## config.mk

```make
export PLATFORM = sky130hd
export DESIGN_NAME = fab_clk_enable_gen
export DESIGN_NICKNAME = d
export VERILOG_FILES = /design/src/rtl/fab_clk_enable_gen.sv
export SDC_FILE = /design/constraint.sdc
export NUM_CORES = 1
export LEC_CHECK = 0
export CAP_MARGIN = 5
export CORE_UTILIZATION = 60
export CTS_BUF_LIST = sky130_fd_sc_hd__clkbuf_8
export CTS_CLUSTER_DIAMETER = 150
export DETAILED_ROUTE_END_ITERATION = 8
export PLACE_DENSITY = 0.83
export SLEW_MARGIN = 0
export SYNTH_ARGS = -nofsm -noshare
export SYNTH_HDL_FRONTEND = slang
export SYNTH_SLANG_ARGS = --single-unit
```

## constraint.sdc

```tcl
create_clock -name FAB_CLK -period 6.94 [get_ports FAB_CLK]
set_input_delay 1.388 -clock FAB_CLK [delete_from_list [all_inputs] [get_ports FAB_CLK]]
set_output_delay 1.388 -clock FAB_CLK [all_outputs]
set_load 0.01 [all_outputs]
```

## src/rtl/fab_clk_enable_gen.sv

```systemverilog
// fab_clk_enable_gen: NCH programmable clock-enable / divided-clock channels from FAB_CLK,
// with shadowed glitch-free ratio updates, per-channel bypass and a post-reset LOCK. Rev 1.0
`default_nettype none

module fab_clk_enable_gen #(
  parameter int NCH         = 3,
  parameter int DIV_W       = 16,
  parameter int DIV_RST     = 3,
  parameter int LOCK_CYCLES = 64
) (
  input  logic                 FAB_CLK,
  input  logic                 RESET,
  input  logic [NCH*DIV_W-1:0] DIV_CFG,
  input  logic [NCH-1:0]       CFG_LOAD,
  input  logic [NCH-1:0]       BYPASS,
  input  logic [NCH-1:0]       CH_EN,
  output logic [NCH-1:0]       CLK_EN,
  output logic [NCH-1:0]       CLK_DIV,
  output logic [NCH-1:0]       CFG_PEND,
  output logic                 LOCK
);

  localparam int LCW = $clog2(LOCK_CYCLES + 1);
  localparam logic [0:0] WAIT_LOCK = 1'b0;
  localparam logic [0:0] LOCKED    = 1'b1;
  localparam logic [DIV_W-1:0] RST_R = DIV_W'(DIV_RST);

  logic [0:0]     lock_state;
  logic [LCW-1:0] lock_cnt;

  // LOCK rises on the edge after LOCK_CYCLES edges have been counted.
  always_ff @(posedge FAB_CLK or posedge RESET) begin
    if (RESET) begin
      lock_state <= WAIT_LOCK;
      lock_cnt   <= '0;
    end else if (lock_state == WAIT_LOCK) begin
      if (lock_cnt == LCW'(LOCK_CYCLES)) begin
        lock_state <= LOCKED;
      end else begin
        lock_cnt <= lock_cnt + LCW'(1);
      end
    end
  end

  assign LOCK = (lock_state == LOCKED);

  for (genvar i = 0; i < NCH; i++) begin : g_ch
    logic [DIV_W-1:0] cnt;
    logic [DIV_W-1:0] active;
    logic [DIV_W-1:0] shadow;
    logic             pend;
    logic             en_q;
    logic             div_q;
    logic [DIV_W-1:0] cfg;
    logic             run;
    logic [DIV_W-1:0] reload;

    assign cfg    = DIV_CFG[i*DIV_W +: DIV_W];
    assign run    = CH_EN[i] & ~BYPASS[i] & LOCK;
    // A load landing on the reload cycle wins over the older shadow value.
    assign reload = CFG_LOAD[i] ? cfg : shadow;

    always_ff @(posedge FAB_CLK or posedge RESET) begin
      if (RESET) begin
        cnt    <= RST_R;
        active <= RST_R;
        shadow <= RST_R;
        pend   <= 1'b0;
        en_q   <= 1'b0;
        div_q  <= 1'b0;
      end else if (!run) begin
        cnt    <= reload;
        active <= reload;
        shadow <= reload;
        pend   <= 1'b0;
        en_q   <= CH_EN[i] & BYPASS[i] & LOCK;
        div_q  <= 1'b0;
      end else begin
        en_q  <= (cnt == '0);
        div_q <= (cnt > (active >> 1));
        if (cnt == '0) begin
          cnt    <= reload;
          active <= reload;
          shadow <= reload;
          pend   <= 1'b0;
        end else begin
          cnt <= cnt - DIV_W'(1);
          if (CFG_LOAD[i]) begin
            shadow <= cfg;
            pend   <= 1'b1;
          end
        end
      end
    end

    assign CLK_EN[i]   = en_q;
    assign CLK_DIV[i]  = div_q;
    assign CFG_PEND[i] = pend;
  end

endmodule

`default_nettype wire

```

After elaboration in Yosys (flattened, before gate mapping)
Cells that the tools add are included.

$add $sub $neg: 4. Multipliers: 0. Div/mod/pow operators: 0. Order comparisons: 3. Equal/unequal tests: 7. Shift-type cells: 0. Multiplexer cells: 32. Bitwise operators: 17. Reductions and logical operators: 4.

Operator list (number): 16-bit two-way mux (15); 16-bit by 15-bit greater-than comparator with 1-bit output (3); 16-bit zero test (3); 16-bit by 1-bit subtractor with 16-bit output, second input constant (3); 1-bit two-way mux (17); 1-bit bitwise AND (12); 3-bit by 2-bit != test with 1-bit output, second input constant (3); 7-bit by 1-bit adder with 7-bit output, second input constant (1); 7-bit equality test, second input constant (1); 2-bit by 1-bit != test with 1-bit output, second input constant (3); 1-bit inverter (5); 2-bit AND reduction (1).

Bits in registers: 161. Bits in latches: 0. Bits in writable memories: 0. ROM bits: 0. Input bits: 59. Memories: 0.

Depth between registers and ports, before layout
Gate-level depths: netlist (run 1).

Depth after elaboration: 4. Gate-level depth with buffers: 8.

Worst setup path after synthesis (run 1)
No wires, ideal clock.

Path type: input port to flip-flop. From: input port CFG_LOAD[0]. To: register g_ch[0].cnt[8]. Setup time: 0.125 ns. Arrival: 2.590 ns. Setup slack: 4.225 ns. Stages on the path: 5. Path through: clkbuf_1 clkbuf_1 mux2_2 nor2_1 a21oi_1.

Longest elaborated chain between the ends: 3.

Ends and longest elaborated chain: start: declaration (line 14) `input logic [NCH-1:0] CFG_LOAD,`; 16-bit two-way mux (*); net g_ch[0].reload[8] (line 56) `logic [DIV_W-1:0] reload;`; 16-bit two-way mux (line 81) `if (cnt == '0) begin`; 16-bit two-way mux (*) (line 71) `end else if (!run) begin`; end signal: assignment (line 72) `cnt <= reload;`; end signal: assignment (line 82) `cnt <= reload;`; end signal: assignment (line 87) `cnt <= cnt - DIV_W'(1);`; end: declaration (line 48) `logic [DIV_W-1:0] cnt;`.

The timed path passes the listed nets; every way through them passes the cells marked *. A chain may end at the register's enable or synchronous reset.

Final worst setup path (run 1)
From: register lock_state, in the netlist LOCK. To: output port LOCK.

RTL lines: start: declaration (line 28) `logic [0:0] lock_state;`; start signal: assignment (line 34) `lock_state <= WAIT_LOCK;`; start signal: assignment (line 38) `lock_state <= LOCKED;`; end: declaration (line 20) `output logic LOCK`.

No word-level cell between the ends.

==> flow_metrics.tcl, run 1 <==
set metrics [dict create \
    p_leak_nw 3.935 \
    ys_warn_count 0 \
    synth_edf_count 0 \
    ios 69 \
    nNetsFinal 892 \
    swShare_pct 26.28 \
    synth_nets 832 \
    setup_tns_ns 0 \
    peakVddDrop_mv 0.1321 \
    comb_power_share_pct 15.6 \
    finalHoldViolations 0 \
    drt-met1-wl_microns 6413 \
    cp_data_required_time_ns 5.55 \
    clock.fmax_mhz 331.3 \
    finalMaxSlewViolations 0 \
    wl_per_cell_microns 15.20 \
    critical_path.top_delay_family "buffers and inverters" \
    rows 41 \
    area_delta_synth_final_pct 14.80 \
    grt_pass1_vias 5566 \
    seq_area_frac_synth_pct 51.43 \
    status "completed" \
    async_flop_share_pct 100.0 \
    ys_types 47 \
    vias 5381 \
    place_ws_ns 3.525 \
    start_util_pct 61.46 \
    seq_power_share_pct 51.5 \
    worst_pin_slew_ns 0.9688 \
    cp_data_arrival_time_ns 1.63 \
    p_int_mw 1.520 \
    via_per_inst 5.599 \
    clk_pin_slew_ns 0.08 \
    post_cts_resized 0 \
    cts_inserted_buffers 17 \
    period_minus_slack_ns 3.019 \
    routed.top_layer "met4" \
    clk_latency_ns 0.46 \
    dieArea_sq_mm 0.01333 \
    cts_num_sinks 158 \
    maxCapViolCount 0 \
    drc 0 \
    crit_path_max_incr_delay_ns 0.61 \
    root_buffer "clkbuf_8" \
    setup_viol 0 \
    globalRoute.totalOverflow 0 \
    drt_iter0_drc 290 \
    setup_ws_ns 3.921 \
    worst_slew_margin_rel_pct 34.81 \
    p_per_area_mw_per_mm2 232.5 \
    grt_pass1_wl_microns 25040 \
    netlist_instances 720 \
    postCtsHoldBufs 0 \
    die_x_microns 115.5 \
    yosys_register_bits 158 \
    ant_nets 0 \
    crit_type "reg -> out" \
    postRouteWirelength_microns 14610 \
    wl_met3_microns 550 \
    grt_usage_pct 24.27 \
    finalCritPeriodShare_pct 43.49 \
    cp-end-kind "output pin" \
    finalHoldWorstSlack_ns 0.4752 \
    synthFlopType "dfrtp_1" \
    diodes 0 \
    slowest_stage "clkdlybuf4s50_1" \
    critPathMaxFanout 7 \
    core_area_sq_mm 0.01257 \
    holdCritPathClass "reg -> reg" \
    finalPower_mw 2.062 \
    final_common_cell "dfrtp_1" \
    gp_congestion 0.9018 \
    cts.path.max_buffers 2 \
    start_kind "register" \
    syn_area_per_cell_sq_um 10.73 \
    final_cell_count_no_fill 961 \
    clkPwrFrac_pct 32.9 \
    crit_buf_inv 1 \
    dieHeight_microns 115.5 \
    place_hpwl_microns 10160 \
    grt_max_degree 110 \
    layout_common_cells "143 x dfrtp_1, 99 x a21oi_1, 78 x nor2_1" \
    synthesis.area_sq_mm 0.007725 \
    antenna_found_initial 0 \
    grt_setup_unrepaired "false" \
    io_buffers 68 \
    drive_above_1_share_pct 14.83 \
    power.switching_mw 0.5420 \
    wl_met2_microns 7358 \
    finClkSkew_ns 0.006960 \
    htree_levels 4 \
    cts_tree "built" \
    dp.cells 933 \
    first_pass_iters 5 \
    cp_cell_sequence "clkdlybuf4s50_1" \
    post_cts_buffers 0 \
]
==> cell usage after synthesis (all sizes together) (2+ instances only) <==
cell,instances,area [sq um]
nand2b,6,37.54
nand4,9,56.30
ha,53,663.1
clkbuf,9,33.78
a21oi,109,583.1
buf,22,158.9
nor2,78,292.8
a21o,9,67.56
mux2,48,540.5
nor4,13,102.6
or2,4,25.02
inv,60,225.2
nor3,12,60.06
nand3b,4,30.03
o21a,3,22.52
xnor2,24,210.2
or3,2,12.51
nand4b,4,35.03
a31oi,7,43.79
xor2,19,166.4
a21boi,2,15.01
dfrtp,143,3578
nand2,27,101.4
a211oi,2,15.01
and4,2,17.52
dfstp,15,394.1
nor2b,2,12.51
nand3,10,50.05
o21ai,9,45.04
or4,4,37.53
==> per-stage QoR <==
step	util (%)	cell area, sq um
2_1_floorplan	-	7725
3_3_place_gp	67.52	8486
3_5_place_dp	67.52	8486
4_1_cts	70.56	8869
5_1_grt	70.56	8869
6_report	70.56	8869
==> sequential cells by signal, summed over array words and instances, names as in the netlist <==
signal,cells
g_ch.shadow,48
LOCK,1
g_ch.cnt,48
g_ch.active,45
g_ch.en_q,3
g_ch.pend,3
lock_cnt,7
g_ch.div_q,3
==> final cells by class <==
type                       count  area (sq um)
sequential                   158          3973
fill                         918          3700
multi-input combinational    471          3357
timing repair buffer          72         710.7
clock buffer                  19         261.5
inverter                      60         230.2
tap                          172         215.2
clock inverter                 9         121.4
==> worst paths after layout <==
check	from	endpoint	slack [ns]	cells past startpoint
setup / recovery	LOCK$_DFF_PP0_	LOCK	3.92	1
hold / removal	g_ch[2].active[1]$_DFFE_PP1N_	g_ch[2].active[1]$_DFFE_PP1N_	0.48	2
setup reg to reg	g_ch[0].cnt[2]$_DFF_PP0_	g_ch[0].active[15]$_DFFE_PP0N_	4.49	6
hold reg to reg	g_ch[2].active[1]$_DFFE_PP1N_	g_ch[2].active[1]$_DFFE_PP1N_	0.48	2
max in group asynchronous	RESET	g_ch[1].active[2]$_DFFE_PP0N_	4.30	3
min in group asynchronous	RESET	g_ch[0].cnt[2]$_DFF_PP0_	1.53	2
==> worst reg2reg max path: stages, from the launching register on <==
cell and delay [ns]:
dfrtp_1 0.45, or4_4 0.60, nor3b_4 0.37, a31oi_4 0.24, buf_4 0.35, nor2_1 0.23
a21oi_1 0.08
==> logic make-up (layout without fill, tap and decap cells) <==
logic type               count (synthesis)  count (layout)  synth area share, %
AO/OA/AOI/OAI                          146             146                10.85
XOR/XNOR                                43              43                4.875
flip-flops                             158             158                51.43
adder cells (fa/ha/maj)                 53              53                8.584
multiplexers                            48              48                6.997
buffers and inverters                   91             160                5.410
AND/OR/NAND/NOR                        181             181                11.86
==> per-layer routing <==
| layer | vias up | global-route usage [%] |
|---|---|---|
| met2 | 118 | 41.56 |
| met4 | 0 | 10.56 |
| met3 | 29 | 5.230 |
| met1 | 2650 | 29.73 |
| met5 | - | 0 |
| li1 | 2584 | - |
==> power groups by stage <==
stage / registers, mW / clock network [mW] / logic, mW
floorplan: 1.06 / 0 / 0.228
global placement: 1.07 / 0 / 0.305
detailed placement: 1.08 / 0 / 0.318
CTS: 1.06 / 0.693 / 0.324
global route: 1.07 / 0.728 / 0.368
finish: 1.06 / 0.679 / 0.321
(Power assumes the default switching activity.)
==> run 2: changes to the inputs <==
==> constraint.sdc (replaced) <==
create_clock -name FAB_CLK -period 3.1 [get_ports FAB_CLK]
set_input_delay 0.62 -clock FAB_CLK [delete_from_list [all_inputs] [get_ports FAB_CLK]]
set_output_delay 0.62 -clock FAB_CLK [all_outputs]
set_load 0.01 [all_outputs]
==> flow_metrics.tcl, run 2 (synthesized netlist as in run 1, its figures left out) <==
set metrics [dict create \
    first_pass_iters 4 \
    critPathMaxFanout 48 \
    dp.cells 941 \
    status "completed" \
    antenna_found_initial 0 \
    start_util_pct 61.46 \
    reg2reg_slack_ns 0.77 \
    ios 69 \
    multi_input_area_sq_mm 0.003357 \
    htree_levels 4 \
    finClkSkew_ns 0.01146 \
    crit_path_max_incr_delay_ns 0.60 \
    final_common_cell "dfrtp_1" \
    postRouteWirelength_microns 14760 \
    cp_data_required_time_ns 3.41 \
    layout_common_cells "143 x dfrtp_1, 99 x a21oi_1, 78 x nor2_1" \
    period_minus_slack_ns 2.332 \
    place_hpwl_microns 10760 \
    vias 5389 \
    clk_pin_slew_ns 0.08 \
    grt_setup_unrepaired "false" \
    slowest_stage "or4_4" \
    cp_data_arrival_time_ns 2.64 \
    maxCapViolCount 0 \
    cts_num_sinks 158 \
    wl_per_cell_microns 15.16 \
    grt_pass1_wl_microns 25210 \
    finalCritPeriodShare_pct 75.21 \
    cts_tree "built" \
    worst_pin_slew_ns 0.8671 \
    gp_congestion 0.8919 \
    die_x_microns 115.5 \
    io_buffers 68 \
    p_per_area_mw_per_mm2 511.5 \
    root_buffer "clkbuf_8" \
    stdcell_area_sq_mm 0.008951 \
    clk_latency_ns 0.45 \
    reg_top3 "g_ch.cnt: 48 flops, g_ch.shadow: 48 flops, g_ch.active: 45 flops" \
    dieHeight_microns 115.5 \
    drive_above_1_share_pct 15.61 \
    post_cts_resized 0 \
    fillCellCount 916 \
    ant_nets 0 \
    rows 41 \
    post_cts_buffers 0 \
    core_area_sq_mm 0.01257 \
    min_to "g_ch[2].active[1]$_DFFE_PP1N_" \
    start_kind "register" \
    drt_iter0_drc 303 \
    cp_cell_sequence "or4_4 -> nor3b_4 -> a31oi_4 -> buf_4 -> nor2_1 -> a21oi_1" \
    crit_buf_inv 1 \
    diodes 0 \
    dieArea_sq_mm 0.01333 \
    peakVddDrop_mv 0.2943 \
    holdCritPathClass "reg -> reg" \
    r2r-end "g_ch[0].cnt[12]$_DFF_PP0_" \
    via_per_inst 5.539 \
    seq_area_sq_mm 0.003973 \
    nNetsFinal 900 \
    p_leak_nw 3.995 \
    cts_inserted_buffers 17 \
    globalRoute.totalOverflow 0 \
    finalHoldViolations 0 \
    cp-end-kind "register" \
    setup_tns_ns 0 \
    drc 0 \
    r2r-start "g_ch[0].cnt[2]$_DFF_PP0_" \
    final_cell_count_no_fill 973 \
    hold_depth 2 \
    setup_viol 0 \
    worst_slew_margin_rel_pct 42.01 \
    finalMaxSlewViolations 0 \
    hold_start "g_ch[2].active[1]$_DFFE_PP1N_" \
    grt_usage_pct 24.71 \
    crit_type "reg -> reg" \
    critical_path.top_delay_family "simple AND/OR/NAND/NOR gates" \
    rr_worst_depth 6 \
    postCtsHoldBufs 0 \
    clock.fmax_mhz 428.9 \
    grt_max_degree 52 \
    cts.path.max_buffers 2 \
    placedInstanceArea_sq_mm 0.008569 \
    area_delta_synth_final_pct 15.87 \
    grt_pass1_vias 5576 \
]
run 2: stage by stage:
| stage | power, mW | worst slack (ns) | hold slack (ns) | util (%) |
|---|---|---|---|---|
| floorplan | 2.893 | 0.4914 | 0.4434 | - |
| global placement | 3.093 | 0.6520 | 0.4521 | 68.18 |
| detailed placement | 3.148 | 0.5641 | 0.4633 | 68.18 |
| CTS | 4.618 | 0.7831 | 0.4801 | 71.22 |
| global route | 4.822 | 0.6331 | 0.4947 | 71.22 |
| finish | 4.579 | 0.7684 | 0.4752 | 71.22 |
run 2: power by group:
group	internal, mW	leakage, nW	switching (mW)	total (mW)
registers	2.26	1.85	0.119	2.38
clock network	0.759	0.214	0.708	1.47
logic	0.345	1.93	0.390	0.735
total	3.36	3.99	1.22	4.58
run 2: worst max path at each step:
stage	start	endpoint	slack [ns]	cells after the start
CTS	g_ch[0].cnt[2]$_DFF_PP0_	g_ch[0].cnt[12]$_DFF_PP0_	0.78	6
global placement	CFG_LOAD[1]	g_ch[1].active[14]$_DFFE_PP0N_	0.65	4
global route	g_ch[0].cnt[2]$_DFF_PP0_	g_ch[0].cnt[10]$_DFF_PP0_	0.63	6
finish	g_ch[0].cnt[2]$_DFF_PP0_	g_ch[0].cnt[12]$_DFF_PP0_	0.77	6
detailed placement	CFG_LOAD[1]	g_ch[1].active[14]$_DFFE_PP0N_	0.56	4
floorplan	RESET	LOCK$_DFF_PP0_	0.49	1
run 2: worst register-to-register path, cell delays in order (launching register included):
cell and delay [ns]:
dfrtp_1 0.46, or4_4 0.60, nor3b_4 0.38, a31oi_4 0.12, buf_4 0.31, nor2_1 0.26
a21oi_1 0.06
run 2: area by class of cell:
cell class / count / area share (%)
flip-flops and latches: 158 / 44.38
multi-input cells: 471 / 37.50
repair buffers: 80 / 8.890
clock buffers: 20 / 3.075
inverters: 60 / 2.558
well taps: 172 / 2.404
clock inverters: 12 / 1.188
run 2: metal layers:
| layer | part of all wire (%) | up-vias | GRT usage, % |
|---|---|---|---|
| met4 | 2.9 | 0 | 12.73 |
| met3 | 3.0 | 35 | 4.812 |
| li1 | - | 2605 | - |
| met1 | 43 | 2646 | 30.42 |
| met5 | 0 | - | 0 |
| met2 | 51 | 103 | 41.64 |
==> run 3: changes to the inputs <==
==> constraint.sdc (replaced) <==
create_clock -name FAB_CLK -period 2.2 [get_ports FAB_CLK]
set_input_delay 0.44 -clock FAB_CLK [delete_from_list [all_inputs] [get_ports FAB_CLK]]
set_output_delay 0.44 -clock FAB_CLK [all_outputs]
set_load 0.01 [all_outputs]
==> flow_metrics.tcl, run 3 (synthesized netlist as in run 1, its figures left out) <==
set metrics [dict create \
    rows 41 \
    dieHeight_microns 115.5 \
    worst_slew_margin_rel_pct 64.68 \
    drc 0 \
    drt_iter0_drc 350 \
    fillCellCount 915 \
    finalHoldViolations 0 \
    clock.fmax_mhz 479.8 \
    status "completed" \
    finClkSkew_ns 0.01513 \
    grt_max_degree 89 \
    globalRoute.totalOverflow 0 \
    place_hpwl_microns 10730 \
    p_per_area_mw_per_mm2 730.0 \
    reg2reg_slack_ns 0.12 \
    r2r-end "g_ch[2].cnt[11]$_DFF_PP0_" \
    r2r-start "g_ch[2].cnt[6]$_DFF_PP0_" \
    p_leak_nw 4.042 \
    gp_congestion 0.8983 \
    start_kind "register" \
    clk_pin_slew_ns 0.09 \
    cp_data_arrival_time_ns 2.42 \
    clk_latency_ns 0.46 \
    holdCritPathClass "in -> async" \
    wl_per_cell_microns 15.49 \
    grt_setup_unrepaired "false" \
    p_int_mw 4.873 \
    postRouteWirelength_microns 15180 \
    crit_path_max_incr_delay_ns 0.58 \
    cp_data_required_time_ns 2.53 \
    postCtsHoldBufs 0 \
    setup_viol 0 \
    drive_above_1_share_pct 16.96 \
    nNetsFinal 907 \
    seq_area_sq_mm 0.003973 \
    die_x_microns 115.5 \
    grt_usage_pct 24.90 \
    crit_type "reg -> reg" \
    grt_pass1_vias 5627 \
    final_common_cell "dfrtp_1" \
    critPathMaxFanout 30 \
    cp_cell_sequence "or4_4 -> nor4_4 -> a41oi_2 -> buf_4 -> nor2_1 -> a21oi_1" \
    seq_power_share_pct 50.5 \
    via_per_inst 5.472 \
    peakVddDrop_mv 0.4813 \
    setup_ws_ns 0.1158 \
    cp-end-kind "register" \
    worst_pin_slew_ns 0.5278 \
    finalCritPeriodShare_pct 94.74 \
    crit_path_start "g_ch[2].cnt[6]$_DFF_PP0_" \
    cts.path.max_buffers 2 \
    stdcell_area_sq_mm 0.009094 \
    start_util_pct 61.46 \
    antenna_found_initial 0 \
    vias 5363 \
    root_buffer "clkbuf_8" \
    finalMaxSlewViolations 0 \
    place_ws_ns 0.09791 \
    core_area_sq_mm 0.01257 \
    layout_common_cells "143 x dfrtp_1, 99 x a21oi_1, 77 x nor2_1" \
    htree_levels 4 \
    io_buffers 68 \
    cts_inserted_buffers 17 \
    reg_top3 "g_ch.cnt: 48 flops, g_ch.shadow: 48 flops, g_ch.active: 45 flops" \
    cts_tree "built" \
    period_minus_slack_ns 2.084 \
    maxCapViolCount 0 \
    placedInstanceArea_sq_mm 0.008660 \
    slowest_stage "or4_4" \
    rr_worst_depth 6 \
    swShare_pct 26.59 \
    power.switching_mw 1.765 \
    area_delta_synth_final_pct 17.72 \
    final_cell_count_no_fill 980 \
    dieArea_sq_mm 0.01333 \
    grt_pass1_wl_microns 25430 \
    ios 69 \
    comb_power_share_pct 15.9 \
    dp.cells 948 \
    ant_nets 0 \
    clkPwrFrac_pct 33.6 \
    cts_num_sinks 158 \
    first_pass_iters 4 \
    multi_input_area_sq_mm 0.003368 \
    diodes 0 \
]
==> run 3: cell type report <==
cell class              count  area share, %
inverters                  60          2.518
well taps                 172          2.367
clock inverters            12          1.582
multi-input cells         471          37.04
repair buffers             87          9.783
flip-flops and latches    158          43.68
clock buffers              20          3.027
==> run 3: timing repair <==
item	in CTS	in global routing
gates resized for setup	0	4
setup endpoints to repair	0	19
setup buffers	0	0
==> run 3: per-layer routing <==
layer | part of all wire (%) | GRT usage, % | up-vias
li1 | - | - | 2613
met1 | 43 | 29.83 | 2618
met2 | 51 | 43.91 | 105
met3 | 4.2 | 5.649 | 27
met4 | 1.6 | 9.264 | 0
met5 | 0 | 0 | -
==> run 3: through the flow <==
step	util [%]	hold slack (ns)	TNS, ns	total power [mW]
floorplan	-	0.4434	-32.69	4.076
global placement	68.90	0.4526	0	4.367
detailed placement	68.90	0.4617	0	4.444
CTS	72.23	0.4644	0	6.685
global route	72.35	0.4895	0	6.972
finish	72.35	0.4637	0	6.639
==> run 3: critical path: cells and delay by family (launching register included) <==
kind | cells | cell delay [ns]
flip-flops | 1 | 0.42
buffers and inverters | 1 | 0.25
AO/OA/AOI/OAI | 2 | 0.24
AND/OR/NAND/NOR | 3 | 1.03
==> run 3: power by group through the flow <==
stage / sequential (mW) / clock (mW) / combinational, mW
floorplan: 3.36 / 0 / 0.721
global placement: 3.38 / 0 / 0.985
detailed placement: 3.40 / 0 / 1.04
CTS: 3.35 / 2.28 / 1.05
global route: 3.38 / 2.40 / 1.20
finish: 3.35 / 2.23 / 1.05
==> run 3: worst max-delay path by stage <==
stage                                                end  slack, ns  depth (start not counted)
after global routing                                LOCK       0.03                          1
after floorplan                           LOCK$_DFF_PP0_      -0.23                          1
after detailed placement   g_ch[1].active[9]$_DFFE_PP0N_        0.1                          7
after global placement    g_ch[2].active[11]$_DFFE_PP0N_       0.16                          6
after CTS                      g_ch[1].cnt[13]$_DFF_PP0_       0.04                          7
final                          g_ch[2].cnt[11]$_DFF_PP0_       0.12                          6
